`config.mk`:
```
export PLATFORM = sky130hd
export DESIGN_NAME = bus_window_bridge_flat
export DESIGN_NICKNAME = d
export VERILOG_FILES = /design/src/rtl/cpu_reg_package.sv /design/src/rtl/bus_window_bridge_if.sv /design/src/rtl/bus_window_bridge.sv /design/src/flat_wrapper.sv
export SDC_FILE = /design/constraint.sdc
export NUM_CORES = 1
export LEC_CHECK = 0
export ABC_CLOCK_PERIOD_IN_PS = 3600
export BUFFER_PORTS_ARGS = -buffer_cell sky130_fd_sc_hd__buf_4
export CAP_MARGIN = 20
export CORE_ASPECT_RATIO = 1.5
export CORE_MARGIN = 3
export CORE_UTILIZATION = 48
export CTS_CLUSTER_SIZE = 25
export DETAILED_ROUTE_END_ITERATION = 12
export HOLD_SLACK_MARGIN = 0.1
export PLACE_DENSITY = 0.95
export SETUP_SLACK_MARGIN = 0.05
export SLEW_MARGIN = 20
export SYNTH_ARGS = -nofsm -noshare
export SYNTH_HDL_FRONTEND = slang
export SYNTH_SLANG_ARGS = --single-unit
```
`constraint.sdc`:
```
create_clock -name clk_i -period 3.6 [get_ports clk_i]
set_input_delay 0.54 -clock clk_i [delete_from_list [all_inputs] [get_ports clk_i]]
set_output_delay 0.54 -clock clk_i [all_outputs]
set_load 0.02 [all_outputs]
```
`src/rtl/cpu_reg_package.sv`:
```
// Shared CPU register-bus widths for the bridge and its peripherals.
package cpu_reg_package;
  parameter int unsigned address_width = 16;
  parameter int unsigned data_width    = 16;
endpackage

```
`src/rtl/bus_window_bridge_if.sv`:
```
// CPU-side and peripheral-side bus bundle of the window bridge.
interface bus_window_bridge_if #(
  parameter int unsigned NUM_WINDOWS = 4
) ();
  logic                                                cpuside_we_i;
  logic [cpu_reg_package::address_width-1:0]           cpuside_address_i;
  logic [cpu_reg_package::data_width-1:0]              cpuside_data_i;
  logic                                                cpuside_cpu_halt_o;
  logic [cpu_reg_package::data_width-1:0]              cpuside_module_data_o;
  logic [NUM_WINDOWS-1:0]                              moduleside_req_o;
  logic                                                moduleside_we_o;
  logic [cpu_reg_package::address_width-1:0]          moduleside_address_o;
  logic [cpu_reg_package::data_width-1:0]              moduleside_data_o;
  logic [NUM_WINDOWS-1:0]                              moduleside_rd_valid_i;
  logic [NUM_WINDOWS*cpu_reg_package::data_width-1:0]  moduleside_rd_data_i;

  // slave: the bridge itself; master: the CPU plus peripherals around it
  modport slave (
    input  cpuside_we_i, cpuside_address_i, cpuside_data_i,
           moduleside_rd_valid_i, moduleside_rd_data_i,
    output cpuside_cpu_halt_o, cpuside_module_data_o, moduleside_req_o,
           moduleside_we_o, moduleside_address_o, moduleside_data_o
  );

  modport master (
    output cpuside_we_i, cpuside_address_i, cpuside_data_i,
           moduleside_rd_valid_i, moduleside_rd_data_i,
    input  cpuside_cpu_halt_o, cpuside_module_data_o, moduleside_req_o,
           moduleside_we_o, moduleside_address_o, moduleside_data_o
  );
endinterface

```
`src/rtl/bus_window_bridge.sv`:
```
// Multi-window CPU bus bridge: decodes accesses, strobes the owning peripheral
// and halts the CPU on reads until data arrives or the access times out.
module bus_window_bridge #(
  parameter int unsigned NUM_WINDOWS = 4,
  parameter logic [NUM_WINDOWS*cpu_reg_package::address_width-1:0] WINDOW_START = '0,
  parameter logic [NUM_WINDOWS*cpu_reg_package::address_width-1:0] WINDOW_END   = '0,
  parameter int unsigned TIMEOUT_CYCLES = 255,
  parameter logic [cpu_reg_package::data_width-1:0] TIMEOUT_DATA = '1
) (
  input  logic clk_i,
  input  logic cpu_reset_i,
  bus_window_bridge_if.slave bus,
  input  logic timeout_clear_i,
  output logic timeout_flag_o,
  output logic [((NUM_WINDOWS > 1) ? $clog2(NUM_WINDOWS) : 1)-1:0] timeout_window_o
);
  localparam int unsigned AW = cpu_reg_package::address_width;
  localparam int unsigned DW = cpu_reg_package::data_width;
  localparam int unsigned IW = (NUM_WINDOWS > 1) ? $clog2(NUM_WINDOWS) : 1;
  localparam int unsigned CW = (TIMEOUT_CYCLES > 0) ? $clog2(TIMEOUT_CYCLES + 1) : 1;

  typedef enum logic [1:0] {IDLE, WAIT, RESP} state_t;

  state_t                 r_state, w_next;
  logic [AW-1:0]          r_addr;
  logic [NUM_WINDOWS-1:0] r_req;
  logic                   r_mwe;
  logic [AW-1:0]          r_maddr;
  logic [DW-1:0]          r_mdata;
  logic [IW-1:0]          r_sel;
  logic [CW-1:0]          r_cnt;
  logic [DW-1:0]          r_rdata;
  logic                   r_tflag;
  logic [IW-1:0]          r_twin;

  logic                   w_in_win, w_hit, w_halt, w_accept, w_capture, w_timeout;
  logic [IW-1:0]          w_win;
  logic [NUM_WINDOWS-1:0] w_onehot;
  logic                   w_valid, w_tmo;
  logic [DW-1:0]          w_slice;
  logic [CW-1:0]          w_cnt_inc;

  // First matching window wins, so overlaps resolve to the lowest index.
  always_comb begin
    w_in_win = 1'b0;
    w_win    = '0;
    w_onehot = '0;
    for (int unsigned i = 0; i < NUM_WINDOWS; i++) begin
      if (!w_in_win &&
          bus.cpuside_address_i >= WINDOW_START[i*AW +: AW] &&
          bus.cpuside_address_i <= WINDOW_END[i*AW +: AW]) begin
        w_in_win    = 1'b1;
        w_win       = IW'(i);
        w_onehot[i] = 1'b1;
      end
    end
  end

  // Gating with reset keeps halt low while reset is held, whatever the CPU drives.
  assign w_hit     = w_in_win && (bus.cpuside_address_i != r_addr) && !cpu_reset_i;
  assign w_valid   = bus.moduleside_rd_valid_i[r_sel];
  assign w_slice   = bus.moduleside_rd_data_i[r_sel*DW +: DW];
  assign w_cnt_inc = (r_cnt == '1) ? r_cnt : r_cnt + 1'b1;
  assign w_tmo     = (TIMEOUT_CYCLES != 0) && (w_cnt_inc == CW'(TIMEOUT_CYCLES));

  always_ff @(posedge clk_i or posedge cpu_reset_i) begin
    if (cpu_reset_i) r_state <= IDLE;
    else             r_state <= w_next;
  end

  always_comb begin
    w_next    = r_state;
    w_halt    = 1'b0;
    w_accept  = 1'b0;
    w_capture = 1'b0;
    w_timeout = 1'b0;
    case (r_state)
      IDLE, RESP: begin
        w_next = IDLE;
        if (w_hit) begin
          w_accept = 1'b1;
          if (!bus.cpuside_we_i) begin
            w_halt = 1'b1;
            w_next = WAIT;
          end
        end
      end
      WAIT: begin
        w_halt = 1'b1;
        if (w_valid) begin
          w_capture = 1'b1;
          w_next    = RESP;
        end else if (w_tmo) begin
          w_timeout = 1'b1;
          w_next    = RESP;
        end
      end
      default: w_next = IDLE;
    endcase
  end

  always_ff @(posedge clk_i or posedge cpu_reset_i) begin
    if (cpu_reset_i) begin
      r_addr  <= '0;
      r_req   <= '0;
      r_mwe   <= 1'b0;
      r_maddr <= '0;
      r_mdata <= '0;
      r_sel   <= '0;
      r_cnt   <= '0;
      r_rdata <= '0;
      r_tflag <= 1'b0;
      r_twin  <= '0;
    end else begin
      r_addr  <= bus.cpuside_address_i;
      r_req   <= w_accept ? w_onehot : '0;
      r_mwe   <= w_accept & bus.cpuside_we_i;
      r_maddr <= w_accept ? bus.cpuside_address_i : '0;
      r_mdata <= w_accept ? bus.cpuside_data_i : '0;
      if (w_accept) r_sel <= w_win;
      r_cnt <= (r_state == WAIT) ? w_cnt_inc : '0;
      if (w_capture)      r_rdata <= w_slice;
      else if (w_timeout) r_rdata <= TIMEOUT_DATA;
      // A timeout in the same cycle as a clear takes precedence over the clear.
      if (w_timeout) begin
        r_tflag <= 1'b1;
        if (!r_tflag || timeout_clear_i) r_twin <= r_sel;
      end else if (timeout_clear_i) begin
        r_tflag <= 1'b0;
        r_twin  <= '0;
      end
    end
  end

  assign bus.cpuside_cpu_halt_o    = w_halt;
  assign bus.cpuside_module_data_o = (r_state == RESP) ? r_rdata : '0;
  assign bus.moduleside_req_o      = r_req;
  assign bus.moduleside_we_o       = r_mwe;
  assign bus.moduleside_address_o  = r_maddr;
  assign bus.moduleside_data_o     = r_mdata;
  assign timeout_flag_o            = r_tflag;
  assign timeout_window_o          = r_twin;
endmodule

```
`src/flat_wrapper.sv`:
```
// flat-port wrapper written by rule: the top's interface ports become plain ports
module bus_window_bridge_flat 
#(
  parameter int unsigned NUM_WINDOWS = 4,
  parameter logic [NUM_WINDOWS*cpu_reg_package::address_width-1:0] WINDOW_START = '0,
  parameter logic [NUM_WINDOWS*cpu_reg_package::address_width-1:0] WINDOW_END   = '0,
  parameter int unsigned TIMEOUT_CYCLES = 255,
  parameter logic [cpu_reg_package::data_width-1:0] TIMEOUT_DATA = '1
)
  (clk_i, cpu_reset_i, timeout_clear_i, timeout_flag_o, timeout_window_o, bus_cpuside_we_i, bus_cpuside_address_i, bus_cpuside_data_i, bus_moduleside_rd_valid_i, bus_moduleside_rd_data_i, bus_cpuside_cpu_halt_o, bus_cpuside_module_data_o, bus_moduleside_req_o, bus_moduleside_we_o, bus_moduleside_address_o, bus_moduleside_data_o);
  bus_window_bridge_if #(.NUM_WINDOWS(NUM_WINDOWS)) bus_i ();
  input  logic clk_i;
  input  logic cpu_reset_i;
  input  logic timeout_clear_i;
  output logic timeout_flag_o;
  output logic [((NUM_WINDOWS > 1) ? $clog2(NUM_WINDOWS) : 1)-1:0] timeout_window_o;
  input wire logic [$bits(bus_i.cpuside_we_i)-1:0] bus_cpuside_we_i;
  input wire logic [$bits(bus_i.cpuside_address_i)-1:0] bus_cpuside_address_i;
  input wire logic [$bits(bus_i.cpuside_data_i)-1:0] bus_cpuside_data_i;
  input wire logic [$bits(bus_i.moduleside_rd_valid_i)-1:0] bus_moduleside_rd_valid_i;
  input wire logic [$bits(bus_i.moduleside_rd_data_i)-1:0] bus_moduleside_rd_data_i;
  output wire logic [$bits(bus_i.cpuside_cpu_halt_o)-1:0] bus_cpuside_cpu_halt_o;
  output wire logic [$bits(bus_i.cpuside_module_data_o)-1:0] bus_cpuside_module_data_o;
  output wire logic [$bits(bus_i.moduleside_req_o)-1:0] bus_moduleside_req_o;
  output wire logic [$bits(bus_i.moduleside_we_o)-1:0] bus_moduleside_we_o;
  output wire logic [$bits(bus_i.moduleside_address_o)-1:0] bus_moduleside_address_o;
  output wire logic [$bits(bus_i.moduleside_data_o)-1:0] bus_moduleside_data_o;
  assign bus_i.cpuside_we_i = bus_cpuside_we_i;
  assign bus_i.cpuside_address_i = bus_cpuside_address_i;
  assign bus_i.cpuside_data_i = bus_cpuside_data_i;
  assign bus_i.moduleside_rd_valid_i = bus_moduleside_rd_valid_i;
  assign bus_i.moduleside_rd_data_i = bus_moduleside_rd_data_i;
  assign bus_cpuside_cpu_halt_o = bus_i.cpuside_cpu_halt_o;
  assign bus_cpuside_module_data_o = bus_i.cpuside_module_data_o;
  assign bus_moduleside_req_o = bus_i.moduleside_req_o;
  assign bus_moduleside_we_o = bus_i.moduleside_we_o;
  assign bus_moduleside_address_o = bus_i.moduleside_address_o;
  assign bus_moduleside_data_o = bus_i.moduleside_data_o;
  bus_window_bridge #(.NUM_WINDOWS(NUM_WINDOWS), .WINDOW_START(WINDOW_START), .WINDOW_END(WINDOW_END), .TIMEOUT_CYCLES(TIMEOUT_CYCLES), .TIMEOUT_DATA(TIMEOUT_DATA)) u_core (.clk_i(clk_i), .cpu_reset_i(cpu_reset_i), .bus(bus_i), .timeout_clear_i(timeout_clear_i), .timeout_flag_o(timeout_flag_o), .timeout_window_o(timeout_window_o));
endmodule
```
==> summary.md, run 1 <==
| Metric | Value |
|---|---|
| Fin crit share | `0.7571` |
| Clk_lat worst skew | `around 0.34 ns` |
| Drt first-iter violations | `between 150 and 200` |
| TNS Setup | `0 ns` |
| DRC violations left | `0` |
| Filler cell count | `about 440` |
| Ant. Diodes | `0` |
| Antenna Nets Post-Route | `0` |
| Total GRT Usage | `0.1955` |
| Yosys warnings | `0` |
| # Max-Cap Violations | `0` |
| Layout cells sized above 1 | `0.3325` |
| Status | `finished clean` |
| Clock sink count | `77` |
| Switching power | `0.3662 mW` |
| Die Wd | `70.70 um` |
| DP HPWL | `roughly 5200 um` |
| Sw Share | `0.2246` |
| Most used DFF post-synth | `dfrtp_1` |
| Leading cell type in the layout, fill and taps excluded | `buf_4` |
| PostCTS Resize Cnt | `0` |
| Area of the multi-input gates | `between 1000 and 1500 um2` |
| Post-synthesis xor/xnor area fraction | `0.05521` |
| Crit path capture type | `output pin` |
| RR Endpoint | `u_core.r_rdata[0]$_DFFE_PP0P_` |
| Critical Path Source Type | `primary input` |
| Sequential power share | `0.546` |
| Maximum root-to-sink buffer count | `2` |
| DR WL/cell | `14.88 um` |
| Met2 routed WL | `between 3000 and 4000 um` |
| Worst EP required | `approximately 3 ns` |
| Top Ports | `161` |
| Pre-Repair DR Iteration Count | `4` |
| Syn Area/Cell | `approximately 12 um2` |
| Post CTS Setup Buffer Count | `0` |
| Die Y | `roughly 100 um` |
| Synth Instances | `257` |
| Final net count | `approximately 480` |
| EDFF count, synth | `0` |
| Arr. time, crit path | `2.19 ns` |
| Initial antenna violation count | `0` |
| Inst Count DP | `approximately 440` |
| Clk pwr share | `0.378` |
| Register area | `1927 um2` |
| Routed vias | `between 2000 and 2500` |
| Hold Buf Count CTS | `0` |
| Core area | `slightly below 6000 um2` |
| FF-to-FF path depth | `6` |
| RSZ-0062 raised after global routing | `false` |
| Rows | `34` |
| Mapped Area | `3014 um2` |
| Max_slew headroom | `0.3898` |
| Vias in the first global route | `roughly 2400` |
| Initial Util | `0.5061` |
| Final hold viol count | `0` |
| Sequential share of the synthesized area | `0.6393` |
| Worst slew pin tran | `between 0.9 and 1 ns` |
| FF-to-FF setup slack | `around 1.6 ns` |
| Hold WS | `between 0.3 and 0.4 ns` |
| DR top layer | `met4` |
| H-tree Lvls | `3` |
| TritonCTS clock tree | `built` |
| IO Port Bufs | `between 100 and 150` |
| Clock Tree Root | `clkbuf_8` |
| Internal power | `roughly 1.3 mW` |
| Critical path class | `in2out` |
| Max VDD drop | `around 0.33 mV` |
| Synth Area in Compound Gates | `0.04276` |
| Die Area | `about 7300 um2` |
| FF-to-FF Start | `u_core.r_cnt[0]$_DFF_PP0_` |
| Synth Register Bits | `a little under 80` |
| LEAKAGE | `between 2 and 2.5 nW` |
| Final Skew | `0.009519 ns` |
| CP max FO | `19` |
| Total Wirelength | `between 6000 and 7000 um` |
| Setup-failing EPs final | `0` |
| Layout Cells excl Fill | `between 400 and 500` |
| Most frequent cells in the layout | `105 x buf_4, 77 x dfrtp_1, 33 x and2_1` |
| Met3 routed WL | `around 400 um` |
| CTS buffer count | `9` |
| Final Power | `approximately 1.6 mW` |
| Multiplexer area fraction after synthesis | `0.006642` |
| Area Growth Syn to Fin | `34.87%` |
| Min-Delay Path Class | `in2reg` |
| Min-delay src | `bus_cpuside_address_i[7]` |
| Final min period | `roughly 2.7 ns` |
| Ys async rst share | `1.000` |
| Total gr overflow | `0` |
| Largest net degree at the start of global routing | `47` |
| Slew Viols, Final | `0` |
| Via/cell ratio | `between 4 and 5` |
| Metal1 wirelength | `between 2000 and 2500 um` |
| Final GP Congestion | `0.7896` |
| Hold Path End | `u_core.r_addr[7]$_DFF_PP0_` |
| Largest family of logic cells by synthesized area | `simple AND/OR/NAND/NOR gates` |
| CTS clk-pin slew, worst paths | `0.08 ns` |
| Pwr per Cell Area | `401.2 nW/um2` |
| Hold Path Cell Cnt | `1` |
| First-pass GRT wire length | `10990 um` |
| Post-Synth Simple-Gate Area | `0.2171` |
| Adder-Cell Fraction of Synth Area | `0.004151` |
| Synth cell types | `38` |
| Comb pwr share | `0.076` |
| FMAX | `around 0.37 GHz` |
## per-stage QoR
step	util	instance area (um2)	setup slack, ns
2_1_floorplan	-	3089	1.093
3_3_place_gp	0.6511	3877	0.9415
3_5_place_dp	0.6511	3877	0.8430
4_1_cts	0.6826	4065	0.8332
5_1_grt	0.6826	4065	0.6886
6_report	0.6826	4065	0.8744
## critical path: stages
cell	delay [ns]
buf_4	0.13
nor4_1	0.32
nand4_1	0.25
nor3_4	0.57
a21o_1	0.22
buf_4	0.15
## Yosys cell counts, types with 2 or more instances
cell type  instances  area, um2
mux2i_1            2      20.02
and2_1            33      206.5
nor2b_1            2      12.51
xnor2_1           18      157.7
a31oi_1            2      12.51
clkbuf_1           4      15.01
a21oi_1           13      65.06
nor2_1            22      82.58
nand4_1            7      43.79
nand2_1           24      90.09
dfrtp_1           77       1927
nand3_1           13      65.06
a21o_1             2      15.01
or2_2              2      12.51
buf_4              6      45.04
buf_2              3      15.01
inv_1              3      11.26
nor4_1             4      25.02
## cells by family after synthesis
family | count (synthesis)
buffers and inverters | 18
xor gates and xnor gates | 19
other | 1
muxes | 2
adders and majority gates | 1
and+or+nand+nor | 118
AOI/OAI and AO/OA | 21
DFF | 77
## state kept, by name, indices dropped and copies added (netlist names), 2 cells and up
name / cells
u_core.r_rdata: 16
u_core.bus.moduleside_address_o: 16
u_core.r_addr: 16
u_core.bus.moduleside_data_o: 16
u_core.r_cnt: 8
u_core.r_state: 2
## routing by layer
layer / GRT usage / vias to the layer above
li1: - / 1064
met1: 0.2117 / 1064
met2: 0.3710 / 89
met3: 0.04293 / 11
met4: 0.07091 / 0
met5: 0 / -
## cell type report
cell class              count  share of cell area
flip-flops and latches     77              0.4740
multi-input cells         182              0.2610
repair buffers            105              0.1939
clock buffers              10             0.03139
well taps                  72             0.02216
clock inverters             5             0.01477
inverters                   3            0.002770
## worst max-delay path by stage
stage	from	end	slack, ns	cells after the start
floorplan	cpu_reset_i	u_core.bus.moduleside_address_o[0]$_DFF_PP0_	1.09	1
global route	bus_cpuside_address_i[5]	bus_cpuside_cpu_halt_o	0.69	6
global placement	bus_cpuside_address_i[5]	bus_cpuside_cpu_halt_o	0.94	6
detailed placement	bus_cpuside_address_i[5]	bus_cpuside_cpu_halt_o	0.84	6
finish	bus_cpuside_address_i[5]	bus_cpuside_cpu_halt_o	0.87	6
CTS	bus_cpuside_address_i[5]	bus_cpuside_cpu_halt_o	0.83	6
## power by group through the flow
| stage | Combinational, mW | Clock [mW] | Sequential [mW] |
|---|---|---|---|
| after floorplan | 0.0424 | 0 | 0.918 |
| after global placement | 0.121 | 0 | 0.905 |
| after detailed placement | 0.125 | 0 | 0.907 |
| after CTS | 0.126 | 0.633 | 0.890 |
| after global routing | 0.136 | 0.675 | 0.891 |
| final | 0.124 | 0.617 | 0.890 |
No activity file was read; power rests on OpenSTA's default activity.
==> run 2, diff against run 1 <==
ABC_CLOCK_PERIOD_IN_PS = 2820   (was 3600)
CORE_UTILIZATION = 44   (was 48)
PLACE_DENSITY = 0.9   (was 0.95)
clock period = 2.82 ns   (was 3.6 ns; I/O delays follow)
==> run 2 against run 1 <==
Against the previous run: non-clock buffer count is 2 higher; combinational power grew 28%; register-to-register slack got worse by 0.78 ns; critical path depth is 2 lower; routed wire length is 1.6% lower; flip-flop and latch count unchanged; cell area grew 1.1%.
==> summary.md, run 2 (same netlist as run 1, synthesis figures left out) <==
| Metric | Value |
|---|---|
| Status | `finished clean` |
| Rows | `36 (+5.9%)` |
| IO Port Bufs | `104 (unchanged)` |
| Clock Tree Root | `clkbuf_8` |
| First-pass GRT wire length | `10410 um (-5.3%)` |
| RSZ-0062 raised after global routing | `false` |
| Final Power | `2.183 mW (+34%)` |
| Ant. Diodes | `0 (unchanged)` |
| CP max FO | `19 (unchanged)` |
| Final net count | `485 (+0.41%)` |
| Routed vias | `2244 (+0.72%)` |
| Leading cell type in the layout, fill and taps excluded | `buf_4` |
| Final Util | `0.6250 (-0.05756)` |
| Worst slew pin tran | `0.6669 ns (-0.2472 ns)` |
| Initial Util | `0.4583 (-0.04776)` |
| Hold WS | `0.1843 ns (-0.1426 ns)` |
| FF-to-FF Start | `u_core.r_cnt[0]$_DFF_PP0_` |
| Pwr per Cell Area | `531.0 nW/um2 (+32%)` |
| # Max-Cap Violations | `0 (unchanged)` |
| FF-to-FF path depth | `6 (unchanged)` |
| TritonCTS clock tree | `built` |
| Total GRT Usage | `0.1745 (-0.02104)` |
| Area Growth Syn to Fin | `36.36%` |
| TNS Setup | `0 ns (unchanged)` |
| Final min period | `about 2.6 ns` |
| Final Skew | `0.01170 ns (+0.002183 ns)` |
| Final hold viol count | `0 (unchanged)` |
| DR WL/cell | `14.45 um (-2.9%)` |
| PostCTS Resize Cnt | `0 (unchanged)` |
| Critical Path Source Type | `register` |
| Min-Delay Path Class | `in2async` |
| Clock sink count | `77 (unchanged)` |
| Final GP Congestion | `0.8520 (+7.9%)` |
| Die Y | `107.4 um (+4.2%)` |
| Maximum root-to-sink buffer count | `2 (unchanged)` |
| Die Wd | `73.58 um (+4.1%)` |
| LEAKAGE | `2.114 nW (+1.4%)` |
| Core area | `6576 um2 (+10%)` |
| Arr. time, crit path | `2.15 ns (-0.04 ns)` |
| Worst EP required | `2.40 ns (-0.66 ns)` |
| Slew Viols, Final | `0 (unchanged)` |
| Initial antenna violation count | `0 (unchanged)` |
| Pre-Repair DR Iteration Count | `4 (unchanged)` |
| Top Ports | `161 (unchanged)` |
| Layout cells sized above 1 | `0.3385 (+0.006081)` |
| Fin crit share | `0.9141` |
| Critical path class | `reg2out` |
| FF-to-FF setup slack | `0.83 ns (-0.78 ns)` |
| Cell Area, Placed | `3897 um2 (+0.52%)` |
| Crit path capture type | `output pin` |
| Hold Buf Count CTS | `0 (unchanged)` |
| Total gr overflow | `0 (unchanged)` |
| DP HPWL | `4886 um (-6.8%)` |
| CTS buffer count | `9 (unchanged)` |
| DRC violations left | `0 (unchanged)` |
| Die Area | `7900 um2 (+8.4%)` |
| Final worst slack | `0.2424 ns (-0.6320 ns)` |
| Drt first-iter violations | `127 (-25%)` |
| Post CTS Setup Buffer Count | `0 (unchanged)` |
| Antenna Nets Post-Route | `0 (unchanged)` |
| Max_slew headroom | `0.5540 (+0.1642)` |
| Via/cell ratio | `4.878 (-0.60%)` |
| Finished layout cell area | `4110 um2 (+1.1%)` |
| RR Endpoint | `u_core.r_rdata[5]$_DFFE_PP0P_` |
| Clk_lat worst skew | `0.35 ns (about the same)` |
| FMAX | `between 0.3 and 0.4 GHz` |
| Max VDD drop | `0.2893 mV (-12%)` |
| Vias in the first global route | `2322 (-2.7%)` |
| H-tree Lvls | `3 (unchanged)` |
| Total Wirelength | `6648 um (-1.6%)` |
| Setup-failing EPs final | `0 (unchanged)` |
| Inst Count DP | `445 (+1.4%)` |
| Most frequent cells in the layout | `107 x buf_4, 77 x dfrtp_1, 33 x and2_1` |
| CTS clk-pin slew, worst paths | `0.08 ns (about the same)` |
| Layout Cells excl Fill | `460 (+1.3%)` |
| Largest net degree at the start of global routing | `34 (-28%)` |
| Pre-CTS setup slack | `0.3262 ns (-0.5168 ns)` |
[run 2: cell count changes in the layout (fill, tap and decap cells not counted), sizes merged]
cell / before / now
buf: 105 / 107
bufinv: 1 / 2
clkinv: 1 / 3
clkinvlp: 1 / 0
inv: 5 / 3
[run 2: layout make-up]
| type | count | area (um2) |
|---|---|---|
| Sequential cell | 77 | 1927 |
| Fill cell | 524 | 2466 |
| Clock inverter | 5 | 75.07 |
| Clock buffer | 10 | 137.6 |
| Multi-Input combinational cell | 182 | 1061 |
| Inverter | 3 | 11.26 |
| Tap cell | 76 | 95.09 |
| Timing Repair Buffer | 107 | 803.3 |
[run 2: worst max path at each step]
stage,from,end,slack (ns)
after global placement,bus_cpuside_address_i[15],bus_cpuside_cpu_halt_o,0.37
after detailed placement,bus_cpuside_address_i[15],bus_cpuside_cpu_halt_o,0.33
after floorplan,cpu_reset_i,u_core.bus.moduleside_address_o[0]$_DFF_PP0_,0.43
final,u_core.r_state[0]$_DFFE_PP0P_,bus_cpuside_cpu_halt_o,0.24
after CTS,u_core.r_state[0]$_DFFE_PP0P_,bus_cpuside_cpu_halt_o,0.20
after global routing,u_core.r_state[0]$_DFFE_PP0P_,bus_cpuside_cpu_halt_o,0.12
[run 2: worst max-delay path, cell delays in order, from the launching register on]
cell and delay [ns]:
dfrtp_1 0.42, or4_4 0.45, nor3_4 0.60, a21o_1 0.21, buf_4 0.13
[run 2: per-layer routing]
metal / part of all wire / routed length [um] / vias to the layer above / track usage
met5: 0 / 0 / - / 0
met4: 0.030 / 201 / 0 / 0.08549
met3: 0.085 / 562 / 19 / 0.05607
met2: 0.52 / 3461 / 97 / 0.2931
met1: 0.36 / 2422 / 1057 / 0.1942
li1: - / - / 1071 / -
[run 2: report_power, final]
group / switching [mW] / internal (mW)
sequential: 0.00866 / 1.13
combinational: 0.0789 / 0.0796
clock: 0.376 / 0.513
